===== src/rtl/fm_modulator.sv =====
// FM transmitter: base-band samples from a small FIFO modulate a DDS phase accumulator.
// Emits the phase MSB as a 1-bit FM signal, plus the base-band clock and consumption strobe.
module fm_modulator #(
  parameter int unsigned width_dds    = 32,
  parameter int unsigned width_cordic = 17,
  parameter int unsigned width_kdev   = 24,
  parameter int unsigned M            = 240,
  parameter int unsigned FIFO_DEPTH   = 2
) (
  input  logic                           clk_s,
  input  logic                           reset,
  input  logic        [width_dds-1:0]    K,
  input  logic        [width_kdev-1:0]   kdev,
  input  logic signed [width_cordic-1:0] in_data,
  input  logic                           in_valid,
  output logic                           in_ready,
  output logic                           clk_b,
  output logic                           strobe,
  output logic        [width_dds-1:0]    phase,
  output logic                           fm_out,
  output logic                           underrun
);

  localparam int unsigned CntW     = (M > 1) ? $clog2(M) : 1;
  localparam int unsigned PtrW     = (FIFO_DEPTH > 1) ? $clog2(FIFO_DEPTH) : 1;
  localparam int unsigned CountW   = $clog2(FIFO_DEPTH + 1);
  localparam int unsigned ProdW    = width_cordic + width_kdev + 1;
  localparam int unsigned DevShift = 16;

  // Divider state
  logic [CntW-1:0] cnt_q, cnt_d;
  logic            clk_b_q, clk_b_d;
  logic            strobe_q, strobe_d;

  // Sample FIFO state
  logic [width_cordic-1:0] mem_q [FIFO_DEPTH];
  logic [width_cordic-1:0] mem_d [FIFO_DEPTH];
  logic [PtrW-1:0]         wr_ptr_q, wr_ptr_d;
  logic [PtrW-1:0]         rd_ptr_q, rd_ptr_d;
  logic [CountW-1:0]       count_q, count_d;
  logic                    full, empty, push, pop;

  // Arithmetic pipeline state
  logic signed [width_cordic-1:0] cur_sample_q, cur_sample_d;
  logic signed [ProdW-1:0]        prod_q, prod_d;
  logic signed [ProdW-1:0]        sample_ext, kdev_ext, prod_sh;
  logic        [width_dds-1:0]    inc_q, inc_d;
  logic        [width_dds-1:0]    phase_q, phase_d;
  logic                           fm_out_q, fm_out_d;
  logic                           underrun_q, underrun_d;

  function automatic logic [PtrW-1:0] ptr_inc(input logic [PtrW-1:0] p);
    return (p == PtrW'(FIFO_DEPTH - 1)) ? '0 : p + 1'b1;
  endfunction

  always_comb begin
    cnt_d    = (cnt_q == CntW'(M - 1)) ? '0 : cnt_q + 1'b1;
    clk_b_d  = (cnt_q < CntW'(M / 2));
    strobe_d = (cnt_q == CntW'(M - 1));
  end

  assign full     = (count_q == CountW'(FIFO_DEPTH));
  assign empty    = (count_q == '0);
  assign in_ready = !full;
  assign push     = in_valid && !full;
  assign pop      = strobe_q && !empty;

  always_comb begin
    mem_d    = mem_q;
    wr_ptr_d = wr_ptr_q;
    rd_ptr_d = rd_ptr_q;
    count_d  = count_q;
    if (push) begin
      mem_d[wr_ptr_q] = in_data;
      wr_ptr_d        = ptr_inc(wr_ptr_q);
    end
    if (pop) begin
      rd_ptr_d = ptr_inc(rd_ptr_q);
    end
    case ({push, pop})
      2'b10:   count_d = count_q + 1'b1;
      2'b01:   count_d = count_q - 1'b1;
      default: count_d = count_q;
    endcase
  end

  // On a starved strobe the previous sample keeps modulating the carrier.
  always_comb begin
    cur_sample_d = pop ? $signed(mem_q[rd_ptr_q]) : cur_sample_q;
    underrun_d   = underrun_q | (strobe_q & empty);
  end

  always_comb begin
    sample_ext = ProdW'(cur_sample_q);
    kdev_ext   = ProdW'({1'b0, kdev});
    prod_d     = sample_ext * kdev_ext;
    // Arithmetic shift: rounds toward -inf, so negative deviations are floored.
    prod_sh    = prod_q >>> DevShift;
    inc_d      = K + width_dds'(prod_sh);
    phase_d    = phase_q + inc_q;
    fm_out_d   = phase_d[width_dds-1];
  end

  always_ff @(posedge clk_s) begin
    if (!reset) begin
      cnt_q        <= '0;
      clk_b_q      <= 1'b0;
      strobe_q     <= 1'b0;
      wr_ptr_q     <= '0;
      rd_ptr_q     <= '0;
      count_q      <= '0;
      cur_sample_q <= '0;
      prod_q       <= '0;
      inc_q        <= '0;
      phase_q      <= '0;
      fm_out_q     <= 1'b0;
      underrun_q   <= 1'b0;
    end else begin
      cnt_q        <= cnt_d;
      clk_b_q      <= clk_b_d;
      strobe_q     <= strobe_d;
      wr_ptr_q     <= wr_ptr_d;
      rd_ptr_q     <= rd_ptr_d;
      count_q      <= count_d;
      cur_sample_q <= cur_sample_d;
      prod_q       <= prod_d;
      inc_q        <= inc_d;
      phase_q      <= phase_d;
      fm_out_q     <= fm_out_d;
      underrun_q   <= underrun_d;
    end
  end

  // Storage needs no reset: the occupancy count alone decides what is valid.
  always_ff @(posedge clk_s) begin
    mem_q <= mem_d;
  end

  assign clk_b    = clk_b_q;
  assign strobe   = strobe_q;
  assign phase    = phase_q;
  assign fm_out   = fm_out_q;
  assign underrun = underrun_q;

endmodule


===== config.mk =====
export PLATFORM = sky130hd
export DESIGN_NAME = fm_modulator
export DESIGN_NICKNAME = d
export VERILOG_FILES = /design/src/rtl/fm_modulator.sv
export SDC_FILE = /design/constraint.sdc
export NUM_CORES = 1
export LEC_CHECK = 0
export CORE_AREA = 4 4 197 199
export CTS_BUF_LIST = sky130_fd_sc_hd__clkbuf_16
export DETAILED_ROUTE_END_ITERATION = 7
export DIE_AREA = 0 0 201 203
export HOLD_SLACK_MARGIN = 0.03
export PLACE_DENSITY = 0.9
export SYNTH_ARGS = -nofsm -noshare
export SYNTH_HDL_FRONTEND = slang
export SYNTH_SLANG_ARGS = --single-unit

===== constraint.sdc =====
create_clock -name clk_s -period 6.1 [get_ports clk_s]
set_input_delay 0.61 -clock clk_s [delete_from_list [all_inputs] [get_ports clk_s]]
set_output_delay 0.61 -clock clk_s [all_outputs]
set_load 0.1 [all_outputs]

==> flow_summary.ini <==
[status]
status = complete, no violations

[layout]
multi_input_area_um2 = 15900
final_common_cell = inv_1
utilization = 0.674
drive_gt1_frac = 0.135
fillers = 2685
final_cell_mix = inv_1 (391), fa_1 (315), nand2_1 (253)
seq_area_um2 = 3500
nNetsFinal = 3173
fin_area_um2 = 25100
num_antenna_cells = 0
area_delta_synth_final_pct = 20.0

[setup_path]
cp_cell_sequence = buf_12 -> clkbuf_16 -> and2_1 -> fa_1 -> inv_1 -> fa_2 -> fa_1 -> inv_1 -> fa_1 -> fa_1 -> inv_2 -> fa_1 -> inv_2 -> ha_4 -> a21oi_4 -> o21ai_2 -> a221o_1 -> or3b_4 -> o21ai_4 -> o31a_4 -> nor2_4 -> buf_4 -> a211o_1
slowest_stage = fa_1
path_max_fanout = 7
cp.required_ns = 6.42
crit_path_end_kind = flip-flop
critPathBufInv = 7
crit_top_cell = fa_1
worst_setup_path_start_kind = flip-flop
critical_path_class = flip-flop to flip-flop
cpLargestDelayFamily = adder cells
cp_slowest_stage_delay_ns = 0.56
arrival_ns = 6.42

[yosys]
synth-edff-count = 34
syn_area_per_cell_um2 = 9.00
yosysUniqueCellTypes = 70
ys_warn_count = 0
ys_ff_latch = 156
synth-main-ff-cell = dfxtp_1
synth_async_sr_flop_share = 0
syn_nets = 2930
synth-seq-area-share = 0.166
syn_inst = 2322
syn_area_um2 = 20900

[grt]
grt_pass1_wl_um = 93000
grt_pass1_vias = 19200
gr-total-overflow = 0
gr-usage-all-layers = 0.280
antenna_found_initial = 0
grt_max_degree = 82

[timing]
finClkSkew_ns = 0.0180
hold_violations = 0
grt_setup_unrepaired = true
setup_viol = 0
holdWs_ns = 0.454
worstMarginPinSlew_ns = 1.06
fin_crit_ns = 6.10
finalWorstSetupSlack_ns = 0.00215
min_period_over_period = 1.00
max_freq_mhz = 164
max_slew_margin = 0.292
drv_slew = 0

[placement]
dp_hpwl_um = 44900
pre_cts_slack_ns = -0.787
place_area_um2 = 23600
place.gp.congestion = 0.933
buffer_ports.inserted = 112

[pwr]
peakVddDrop_mv = 0.196
leakagePower_uw = 0.0125
powerDensity_nw_per_um2 = 124

[die]
core_um2 = 37200
initial_utilization = 0.561
rows = 71
dieArea_um2 = 40800
die_w_um = 201
die_h_um = 203
ios = 113

[clock_network]
clock_sinks = 156
clkTransAtPathRegs_ns = 0.06
clockBufferDepth = 2
cts.htree.levels = 4
clock_latency_ns = 0.44
numCtsBuffers = 17
cts_tree = done
cts_root_buf = clkbuf_16
cts_hold_buf = 0

[min_path]
hold_class = flip-flop to flip-flop

[detailed_routing]
ant_nets = 0
drt-initial-drc-count = 1383
first_pass_iters = 6
drc = 0
num_vias = 17400
drt-wirelength-per-cell_um = 19.2
routed_wl_um = 58600
vias_per_cell = 5.69

[flow_run]
max_cap_viol_count = 0
-- cell families after synthesis --
logic type	count (synthesis)	share of synthesized area
and+or+nand+nor	724	0.166
buffers and inverters	498	0.0896
muxes	17	0.00814
xor gates and xnor gates	88	0.0369
adders and majority gates	532	0.437
AOI/OAI and AO/OA	307	0.0970
DFF	156	0.166
-- report_power, final --
group          leakage, uW  switching, uW  internal, uW  total (uW)
clock             0.000270            444           577        1020
combinational       0.0109            623           294         917
sequential         0.00133           40.9          1130        1170
-- state kept, by name, indices dropped and copies added, names as in the netlist --
signal,cells
count_q,2
mem_q,34
phase,32
inc_q,32
cnt_q,8
underrun,1
rd_ptr_q,1
strobe,1
cur_sample_q,17
prod_q,26
wr_ptr_q,1
clk_b,1
-- per-stage QoR --
stage	power, uW	instances	TNS, ns
2_1_floorplan	1790	2322	0
3_3_place_gp	2040	2967	-11.39
3_5_place_dp	2070	2967	-14.19
4_1_cts	3110	3035	0
5_1_grt	3220	3052	-1.06
6_report	3110	3052	0
-- cells in the mapped netlist (all sizes together) (10+ instances only) --
master / n / area [um2]
a211oi: 30 / 240
a21o: 60 / 450
a21oi: 93 / 473
and2: 194 / 1210
and3: 14 / 87.6
clkbuf: 84 / 315
dfxtp: 122 / 2440
edfxtp: 34 / 1020
fa: 330 / 6610
ha: 202 / 2530
inv: 407 / 1530
mux2i: 17 / 170
nand2: 258 / 968
nand2b: 23 / 144
nand3: 14 / 70.1
nand4: 11 / 68.8
nor2: 164 / 618
nor2b: 11 / 68.8
nor3: 19 / 95.1
o211ai: 10 / 75.1
o21ai: 54 / 274
xnor2: 39 / 342
xor2: 49 / 429
-- routing by layer --
| metal | routed length [um] | GRT usage |
|---|---|---|
| met1 | 21500 | 0.320 |
| met2 | 29800 | 0.501 |
| met3 | 4030 | 0.0511 |
| met4 | 3330 | 0.148 |
| met5 | 0 | 0 |
-- layout make-up --
| type | instances | area share |
|---|---|---|
| multi-input cells | 1668 | 0.634 |
| flip-flops and latches | 156 | 0.139 |
| inverters | 409 | 0.0613 |
| repair buffers | 313 | 0.120 |
| clock inverters | 14 | 0.00409 |
| well taps | 474 | 0.0236 |
| clock buffers | 18 | 0.0180 |
-- repair_timing --
| item | CTS | global route |
|---|---|---|
| pin swaps | 68 | 55 |
| endpoints found under the setup margin | 17 | 16 |
| cloned | 7 | 2 |
| buffers inserted | 31 | 15 |
| gates resized for setup | 129 | 74 |
-- worst paths after layout --
| path | startpoint | cells past startpoint | slack, ns | end |
|---|---|---|---|---|
| max | cur_sample_q[7] | 23 | 0.002 | prod_q[39] |
| min reg2reg | cnt_q[0] | 1 | 0.45 | cnt_q[0] |
| min | cnt_q[0] | 1 | 0.45 | cnt_q[0] |
| max reg2reg | cur_sample_q[7] | 23 | 0.002 | prod_q[39] |
Note: power is estimated with default switching activity, not from simulation.
